===== src/rtl/rv32_pkg.sv =====
// Shared constants and types for the RV32I integer register file.
package rv32_pkg;

  localparam int XLEN = 32;
  localparam int NREG = 32;
  localparam int AW   = 5;

  localparam logic [AW-1:0] X0 = '0;

  typedef enum logic {
    CLEAR = 1'b0,
    RUN   = 1'b1
  } rf_state_t;

endpackage


===== src/rtl/rf_clr_seq.sv =====
// Post-reset clear sequencer: walks x1..x31 one per cycle, then hands over.
//
// state | meaning
// ------+----------------------------------------------------------------
// CLEAR | sweeping x1..x31 with zeros, busy=1, user writes ignored
// RUN   | sweep done, busy=0, user port owns the write path
module rf_clr_seq
  import rv32_pkg::*;
(
  input  logic          clk,
  input  logic          rst,
  output logic          clr_we,
  output logic [AW-1:0] clr_addr,
  output logic          busy
);

  localparam logic [AW-1:0] PTR_FIRST = AW'(1);
  localparam logic [AW-1:0] PTR_LAST  = AW'(NREG - 1);

  rf_state_t     state;
  logic [AW-1:0] ptr;

  // Sweep FSM: pointer advances each edge in CLEAR; the x31 edge retires the sweep.
  always_ff @(posedge clk) begin
    if (rst) begin
      state <= CLEAR;
      ptr   <= PTR_FIRST;
      busy  <= 1'b1;
    end else begin
      case (state)
        CLEAR: begin
          if (ptr == PTR_LAST) begin
            state <= RUN;
            busy  <= 1'b0;
            ptr   <= PTR_FIRST;
          end else begin
            ptr <= ptr + AW'(1);
          end
        end
        RUN: begin
          state <= RUN;
        end
        default: begin
          state <= CLEAR;
          ptr   <= PTR_FIRST;
          busy  <= 1'b1;
        end
      endcase
    end
  end

  // The reset cycle itself must leave the array untouched, hence the rst gate.
  always_comb begin
    clr_we   = (state == CLEAR) && !rst;
    clr_addr = ptr;
  end

endmodule


===== src/rtl/regfile_rv32.sv =====
// RV32I integer register file: 2 combinational read ports, 1 write port,
// hardware clear sweep after reset, same-cycle write-to-read bypass.
module regfile_rv32
  import rv32_pkg::*;
(
  input  logic            clk,
  input  logic            rst,
  input  logic [AW-1:0]   rs1_addr,
  output logic [XLEN-1:0] rs1_data,
  input  logic [AW-1:0]   rs2_addr,
  output logic [XLEN-1:0] rs2_data,
  input  logic            we,
  input  logic [AW-1:0]   rd_addr,
  input  logic [XLEN-1:0] rd_data,
  output logic            busy
);

  // x0 has no storage; entries cover x1..x31 only.
  logic [XLEN-1:0] mem [1:NREG-1];

  logic          clr_we;
  logic [AW-1:0] clr_addr;

  rf_clr_seq u_clr_seq (
    .clk      (clk),
    .rst      (rst),
    .clr_we   (clr_we),
    .clr_addr (clr_addr),
    .busy     (busy)
  );

  logic user_wr;

  // User writes count only in RUN and never target x0.
  always_comb begin
    user_wr = we && !busy && (rd_addr != X0);
  end

  // Write port: clear sweep has priority over the user write; rst drops both.
  always_ff @(posedge clk) begin
    if (!rst) begin
      if (clr_we) begin
        mem[clr_addr] <= '0;
      end else if (user_wr) begin
        mem[rd_addr] <= rd_data;
      end
    end
  end

  // Read port 1: zero while busy or for x0, bypass on matching write, else array.
  always_comb begin
    rs1_data = '0;
    if (!busy && (rs1_addr != X0)) begin
      if (we && (rd_addr == rs1_addr)) begin
        rs1_data = rd_data;
      end else begin
        rs1_data = mem[rs1_addr];
      end
    end
  end

  // Read port 2: same rules as port 1.
  always_comb begin
    rs2_data = '0;
    if (!busy && (rs2_addr != X0)) begin
      if (we && (rd_addr == rs2_addr)) begin
        rs2_data = rd_data;
      end else begin
        rs2_data = mem[rs2_addr];
      end
    end
  end

endmodule


===== config.mk =====
export PLATFORM = sky130hd
export DESIGN_NAME = regfile_rv32
export DESIGN_NICKNAME = d
export VERILOG_FILES = /design/src/rtl/rv32_pkg.sv /design/src/rtl/rf_clr_seq.sv /design/src/rtl/regfile_rv32.sv
export SDC_FILE = /design/constraint.sdc
export NUM_CORES = 1
export LEC_CHECK = 0
export BUFFER_PORTS_ARGS = -buffer_cell sky130_fd_sc_hd__buf_2
export CORE_UTILIZATION = 40
export DETAILED_ROUTE_END_ITERATION = 16
export PLACE_DENSITY = 0.61
export SLEW_MARGIN = 10
export SYNTH_ARGS = -nofsm -noshare
export SYNTH_HDL_FRONTEND = slang
export SYNTH_HIERARCHICAL = 1
export SYNTH_SLANG_ARGS = --single-unit

===== constraint.sdc =====
create_clock -name clk -period 10.5 [get_ports clk]
set_input_delay 3.15 -clock clk [delete_from_list [all_inputs] [get_ports clk]]
set_output_delay 3.15 -clock clk [all_outputs]
set_load 0.02 [all_outputs]

==> results of run 1 <==
[worst max path at each step]
stage,from,slack [ns],cells past startpoint,to
CTS,rs2_addr[1],1.0,8,rs2_data[14]
floorplan,rs2_addr[1],2.51,8,rs2_data[2]
detailed placement,rs2_addr[1],0.99,8,rs2_data[14]
global placement,rs2_addr[1],1.03,8,rs2_data[14]
global route,rs2_addr[1],1.02,8,rs2_data[14]
finish,rs2_addr[1],1.10,8,rs2_data[9]
[sequential cells by signal, summed over array words and instances (netlist names)]
name                count
u_clr_seq/busy          1
u_clr_seq/state         1
mem                   992
u_clr_seq/clr_addr      5
[per-stage QoR]
step | hold WS (ns) | setup slack (ns)
after floorplan | 0.489 | 2.51
after global placement | 0.550 | 1.03
after detailed placement | 0.567 | 0.995
after CTS | 0.577 | 0.998
after global routing | 0.613 | 1.02
final | 0.589 | 1.10
[Yosys cell counts (27+ instances only)]
| cell type | instances |
|---|---|
| clkbuf_1 | 117 |
| edfxtp_1 | 992 |
| o22ai_1 | 86 |
| a21oi_1 | 53 |
| o21ai_1 | 45 |
| nor2_1 | 147 |
| a211oi_1 | 118 |
| a221oi_1 | 36 |
| buf_4 | 36 |
| mux2i_1 | 382 |
| mux2_2 | 74 |
| o221ai_1 | 47 |
| a22o_1 | 27 |
| nand2_1 | 66 |
| and2_1 | 35 |
| mux4_2 | 280 |
| buf_2 | 64 |
| a32o_1 | 45 |
| a22oi_1 | 33 |
[tightest hold or removal path: cells and delay by family, from the launching register on]
| kind | cells | cell delay, ns |
|---|---|---|
| compound gates | 1 | 0.06 |
| simple gates | 1 | 0.10 |
| flops | 1 | 0.38 |
[logic make-up after synthesis]
kind of cell | share of synthesized area
AND/OR/NAND/NOR | 0.0295
buffers and inverters | 0.0270
AO/OA/AOI/OAI | 0.0866
adder cells (fa/ha/maj) | 0.000784
flip-flops | 0.625
XOR/XNOR | 0.00183
multiplexers | 0.229
[layer usage]
metal / global-route usage / part of all wire / vias up
met1: 0.371 / 0.39 / 16200
met3: 0.0608 / 0.12 / 432
li1: - / - / 12200
met5: 0 / 0.00030 / -
met2: 0.395 / 0.44 / 2172
met4: 0.103 / 0.041 / 6
[cell type report]
cell class	instances	area, um^2	area share
Antenna cell	1	2.50	0.0000464
Clock buffer	134	2770	0.0513
Clock inverter	54	497	0.00922
Inverter	8	30.0	0.000557
Multi-Input combinational cell	1617	17000	0.315
Sequential cell	999	29900	0.555
Tap cell	1600	2000	0.0371
Timing Repair Buffer	244	1710	0.0317
[power by group]
group          switching [mW]  internal, mW
logic                   0.374         0.206
registers              0.0120          4.34
clock network            1.56          2.07
==> results_dict.tcl, run 1 <==
set metrics [dict create \
    status "complete, no violations" \
    num_vias 31000 \
    synth-seq-area-share 0.625 \
    drt-total-wl_mm 161 \
    crit_path_end_kind "primary output" \
    start_util 0.404 \
    min_from "u_clr_seq/clr_addr[0]$_SDFFE_PP1N_" \
    worst-path-buf-inv 3 \
    crit_chain "buf_8, xnor2_1, nand4_1, o21ai_4, buf_4, a211oi_1, a32o_1, buf_2" \
    async_flop_share 0 \
    synth.largest_area_cell "edfxtp_1" \
    final-setup-viol-count 0 \
    hp-class "register to register" \
    antenna_found_initial 6 \
    reg2regPathDepth 7 \
    slew_viol_final 0 \
    final_common_cell "edfxtp_1" \
    grt_pass1_vias 31300 \
    cts_buffers 104 \
    die_h_um 348 \
    hold_end "u_clr_seq/clr_addr[3]$_SDFFE_PP0N_" \
    rr_startpoint "u_clr_seq/state$_SDFF_PP0_" \
    critPathKind "input pin to primary output" \
    crit_family "compound AO/OA/AOI/OAI gates" \
    slew_headroom 0.105 \
    cp.arrival_ns 6.25 \
    track_usage 0.263 \
    clk_path_buf_depth 3 \
    path_max_fanout 82 \
    dpl.hpwl_mm 93.9 \
    cts.repair.resized 0 \
    synth_nets 2917 \
    gp_congestion 0.853 \
    dpl-instance-area_um2 50600 \
    fin_total_pwr_mw 8.56 \
    syn_avg_cell_area_um2 16.7 \
    coreArea_um2 118000 \
    ys.flop_type "edfxtp_1" \
    dieWidth_um 348 \
    die_area_um2 121000 \
    tightestPinTransition_ns 1.34 \
    ant_nets 0 \
    design_area_um2 53900 \
    hold_viol_final 0 \
    clk_pin_slew_worst_paths_ns 0.06 \
    slowest_delay_ns 0.86 \
    io_buffers 114 \
    grt_pass1_wl_mm 227 \
    grt_setup_unrepaired "no" \
    rows 126 \
    synthCells 2864 \
    htree_levels 3 \
    dr.pass1.iters 6 \
    hold_buffers 0 \
    cts_setup_buffers 0 \
    cap_violations 0 \
    synth_top_area_share 0.622 \
    required_ns 7.35 \
    layout_min_cycle_time_ns 9.40 \
    r2r_end "mem[10][12]$_DFFE_PP_" \
    p_per_area_nw_per_um2 159 \
    fin_util 0.455 \
    dpl.cell_count 4468 \
    critPathLaunchType "input pin" \
    grt_max_degree 83 \
    dr.first_iter.drc_count 4508 \
    yosys_warnings 6 \
    timing.setup.tns_ns 0 \
    synth_edf_count 992 \
    ys_ff_latch 999 \
    syn_to_final_growth_pct 12.6 \
    fin_cells 4657 \
    synth_area_um2 47900 \
    wire_per_inst_um 34.6 \
    fin_nets 3027 \
    viasPerCell 6.66 \
    synth.area.top_cells "edfxtp_1 62%, mux4_2 13%, mux2i_1 8.0%" \
    cts.sinks 999 \
    p_leak_nw 16.2 \
    fmax_ghz 0.106 \
    r2r_setup_slack_ns 6.25 \
    n_fill_cell 10100 \
    final_cell_mix "992 x edfxtp_1, 382 x mux2i_1, 280 x mux4_2, 126 x buf_4, 118 x a211oi_1" \
    min_path_cells 2 \
    drive_gt1_frac 0.260 \
    post-route-drc-count 0 \
    finalCritPeriodShare 0.895 \
    root_buffer "clkbuf_16" \
    ys_types 62 \
    pin_count 115 \
    clock_skew_ns 0.0213 \
    irDropWorstVdd_mv 0.126 \
    grt_overflow 0 \
    cts_tree "yes" \
    slowest_stage "o21ai_4" \
    clk_latency_ns 0.68 \
]
(Power assumes the default switching activity.)
==> run 2, diff against run 1 <==
CORE_MARGIN = 2   (was not set)
SYNTH_HIERARCHICAL = not set   (was 1)
==> run 2 against run 1 <==
  * Clock power is 2% lower
  * Fmax is 1.9% lower
  * Register-to-register slack gained 0.02 ns
  * Final area is 0.15% lower
  * Critical endpoint is now rs1_data[29]
  * First-iteration DRC count is 12% lower
  * Count of clock-buffer cells in the layout fell by 4
  * Sequential power is essentially flat
  * Largest power group unchanged
  * Global-route usage fell by 0.15 points
  * Routed wire length grew 1.1%
  * Highest routed layer unchanged
  * Core utilization is 0.49 points lower
==> results_dict.tcl, run 2 <==
set metrics [dict create \
    wl_met1_mm 62.5 \
    slew_headroom 0.156 \
    seqCellArea_um2 29900 \
    design_area_um2 53800 \
    largest_register "mem" \
    ys.flop_type "edfxtp_1" \
    hold_viol_final 0 \
    finalCritPeriodShare 0.913 \
    critPathLaunchType "input pin" \
    hold_buffers 0 \
    grt_setup_unrepaired "no" \
    synth_top_area_share 0.621 \
    slowest_delay_ns 0.82 \
    cap_violations 0 \
    highest_layer "met5" \
    htree_levels 3 \
    grt_pass1_vias 31100 \
    clk_path_buf_depth 3 \
    final_cell_mix "992 x edfxtp_1, 510 x mux2i_1, 258 x mux4_2, 133 x a21oi_1, 126 x a22oi_1" \
    synth_mux_area_frac 0.227 \
    final_common_cell "edfxtp_1" \
    cts_buffers 106 \
    fin_nets 3034 \
    fin_util 0.450 \
    cts.sinks 999 \
    dr_wl_met3_mm 17.6 \
    timing.setup.tns_ns 0 \
    cts_setup_buffers 0 \
    synth_nets 2974 \
    synth-simple-area-share 0.0214 \
    synthAdderAreaFrac 0.000521 \
    worst-path-buf-inv 3 \
    synth_area_um2 48000 \
    die_area_um2 123000 \
    required_ns 7.35 \
    synth_top_family_by_area "multiplexers" \
    grt_pass1_wl_mm 229 \
    cts_tree "yes" \
    crit_family "compound AO/OA/AOI/OAI gates" \
    ys_ff_latch 999 \
    slowest_stage "nor2_4" \
    dr.first_iter.drc_count 3969 \
    clock_skew_ns 0.0302 \
    cp.arrival_ns 6.43 \
    synth.largest_area_cell "edfxtp_1" \
    track_usage 0.262 \
    ant_nets 0 \
    clk_latency_ns 0.69 \
    p_leak_nw 16.3 \
    dieWidth_um 350 \
    coreArea_um2 119000 \
    synth_most_common_cell "edfxtp_1" \
    wire_per_inst_um 34.8 \
    gp_congestion 0.840 \
    largest_reg_flops 992 \
    num_vias 31300 \
    status "complete, no violations" \
    die_h_um 350 \
    slew_viol_final 0 \
    cts.repair.resized 0 \
    synth-compound-area-share 0.0992 \
    multiInputGateArea_um2 17100 \
    critPathKind "input pin to primary output" \
    syn_to_final_growth_pct 12.1 \
    post-route-drc-count 0 \
    yosys_warnings 0 \
    grt_max_degree 105 \
    irDropWorstVdd_mv 0.146 \
    dpl-instance-area_um2 50600 \
    min_path_cells 2 \
    dr.pass1.iters 6 \
    final-setup-viol-count 0 \
    drive_gt1_frac 0.217 \
    start_util 0.402 \
    synthTopCellsByCount "992 x edfxtp_1, 510 x mux2i_1, 258 x mux4_2, 139 x clkbuf_1, 133 x a21oi_1" \
    path_max_fanout 71 \
    synthCells 2922 \
    crit_path_end_kind "primary output" \
    dpl_worst_slack_ns 0.963 \
    dr_wl_met2_mm 75.5 \
    tightestPinTransition_ns 1.23 \
    n_fill_cell 10400 \
    p_per_area_nw_per_um2 158 \
    crit_chain "buf_8, nor2_4, nand2_1, o21bai_4, buf_4, a2111oi_0, a22o_1, buf_2" \
    fin_ws_ns 0.918 \
    io_buffers 114 \
    drt-total-wl_mm 163 \
    rows 127 \
    root_buffer "clkbuf_16" \
    layout_min_cycle_time_ns 9.58 \
    hp-class "register to register" \
    pin_count 115 \
    grt_overflow 0 \
    async_flop_share 0 \
    cp.depth 8 \
    yosys.area_share.xor_xnor 0.000730 \
    ys_types 49 \
    synth-seq-area-share 0.624 \
    antenna_found_initial 6 \
    fmax_ghz 0.104 \
    synth.area.top_cells "edfxtp_1 62%, mux4_2 12%, mux2i_1 11%" \
    viasPerCell 6.68 \
    reg2regPathDepth 7 \
    dpl.hpwl_mm 89.0 \
    clk_pin_slew_worst_paths_ns 0.06 \
    syn_avg_cell_area_um2 16.4 \
    synth_edf_count 992 \
]
-- run 2: layout make-up --
cell class                 count  share of cell area
antenna                        5            0.000232
clock buffer                 130              0.0518
clock inverter                58             0.00783
inverter                       9            0.000628
multi-input combinational   1655               0.318
sequential                   999               0.556
tap                         1612              0.0375
timing repair buffer         211              0.0278
-- run 2: through the flow --
stage | instances | power (mW) | hold slack [ns]
6_report | 4679 | 8.49 | 0.640
5_1_grt | 4674 | 8.69 | 0.679
4_1_cts | 4674 | 8.51 | 0.623
3_5_place_dp | 4486 | 5.02 | 0.610
3_3_place_gp | 4484 | 5.01 | 0.582
2_1_floorplan | 2922 | 4.81 | 0.527
-- run 2: layer usage --
metal	vias to the layer above	track usage
met5	-	0
met4	4	0.107
met3	410	0.0582
met2	2077	0.414
met1	16400	0.352
li1	12400	-
-- run 2: path summary, 6_finish.rpt --
check / startpoint / to / slack (ns)
hold reg to reg: u_clr_seq.clr_addr[1]$_SDFFE_PP0N_ / u_clr_seq.clr_addr[1]$_SDFFE_PP0N_ / 0.64
setup / recovery: rs1_addr[1] / rs1_data[29] / 0.92
hold / removal: u_clr_seq.clr_addr[1]$_SDFFE_PP0N_ / u_clr_seq.clr_addr[1]$_SDFFE_PP0N_ / 0.64
setup reg to reg: u_clr_seq.state$_SDFF_PP0_ / mem[25][29]$_DFFE_PP_ / 6.27
-- run 2: cells by family after synthesis --
family,Yosys count
buffers and inverters,268
AO/OA/AOI/OAI,670
XOR/XNOR,4
adder cells (fa/ha/maj),2
flip-flops,999
multiplexers,768
AND/OR/NAND/NOR,211
-- run 2: power by group --
part           total (mW)  leakage [nW]  internal [mW]  switching, mW
clock                3.54          1.57           1.99           1.55
sequential           4.37          7.74           4.35         0.0148
combinational       0.585          6.96          0.198          0.387
total                8.49          16.3           6.54           1.95
-- run 2: worst reg2reg max path: cells and delay by family, from the launching register on --
kind	cells	cell delay, ns
AO/OA/AOI/OAI	1	0.24
AND/OR/NAND/NOR	4	1.83
buffers and inverters	2	1.14
flip-flops	1	0.62
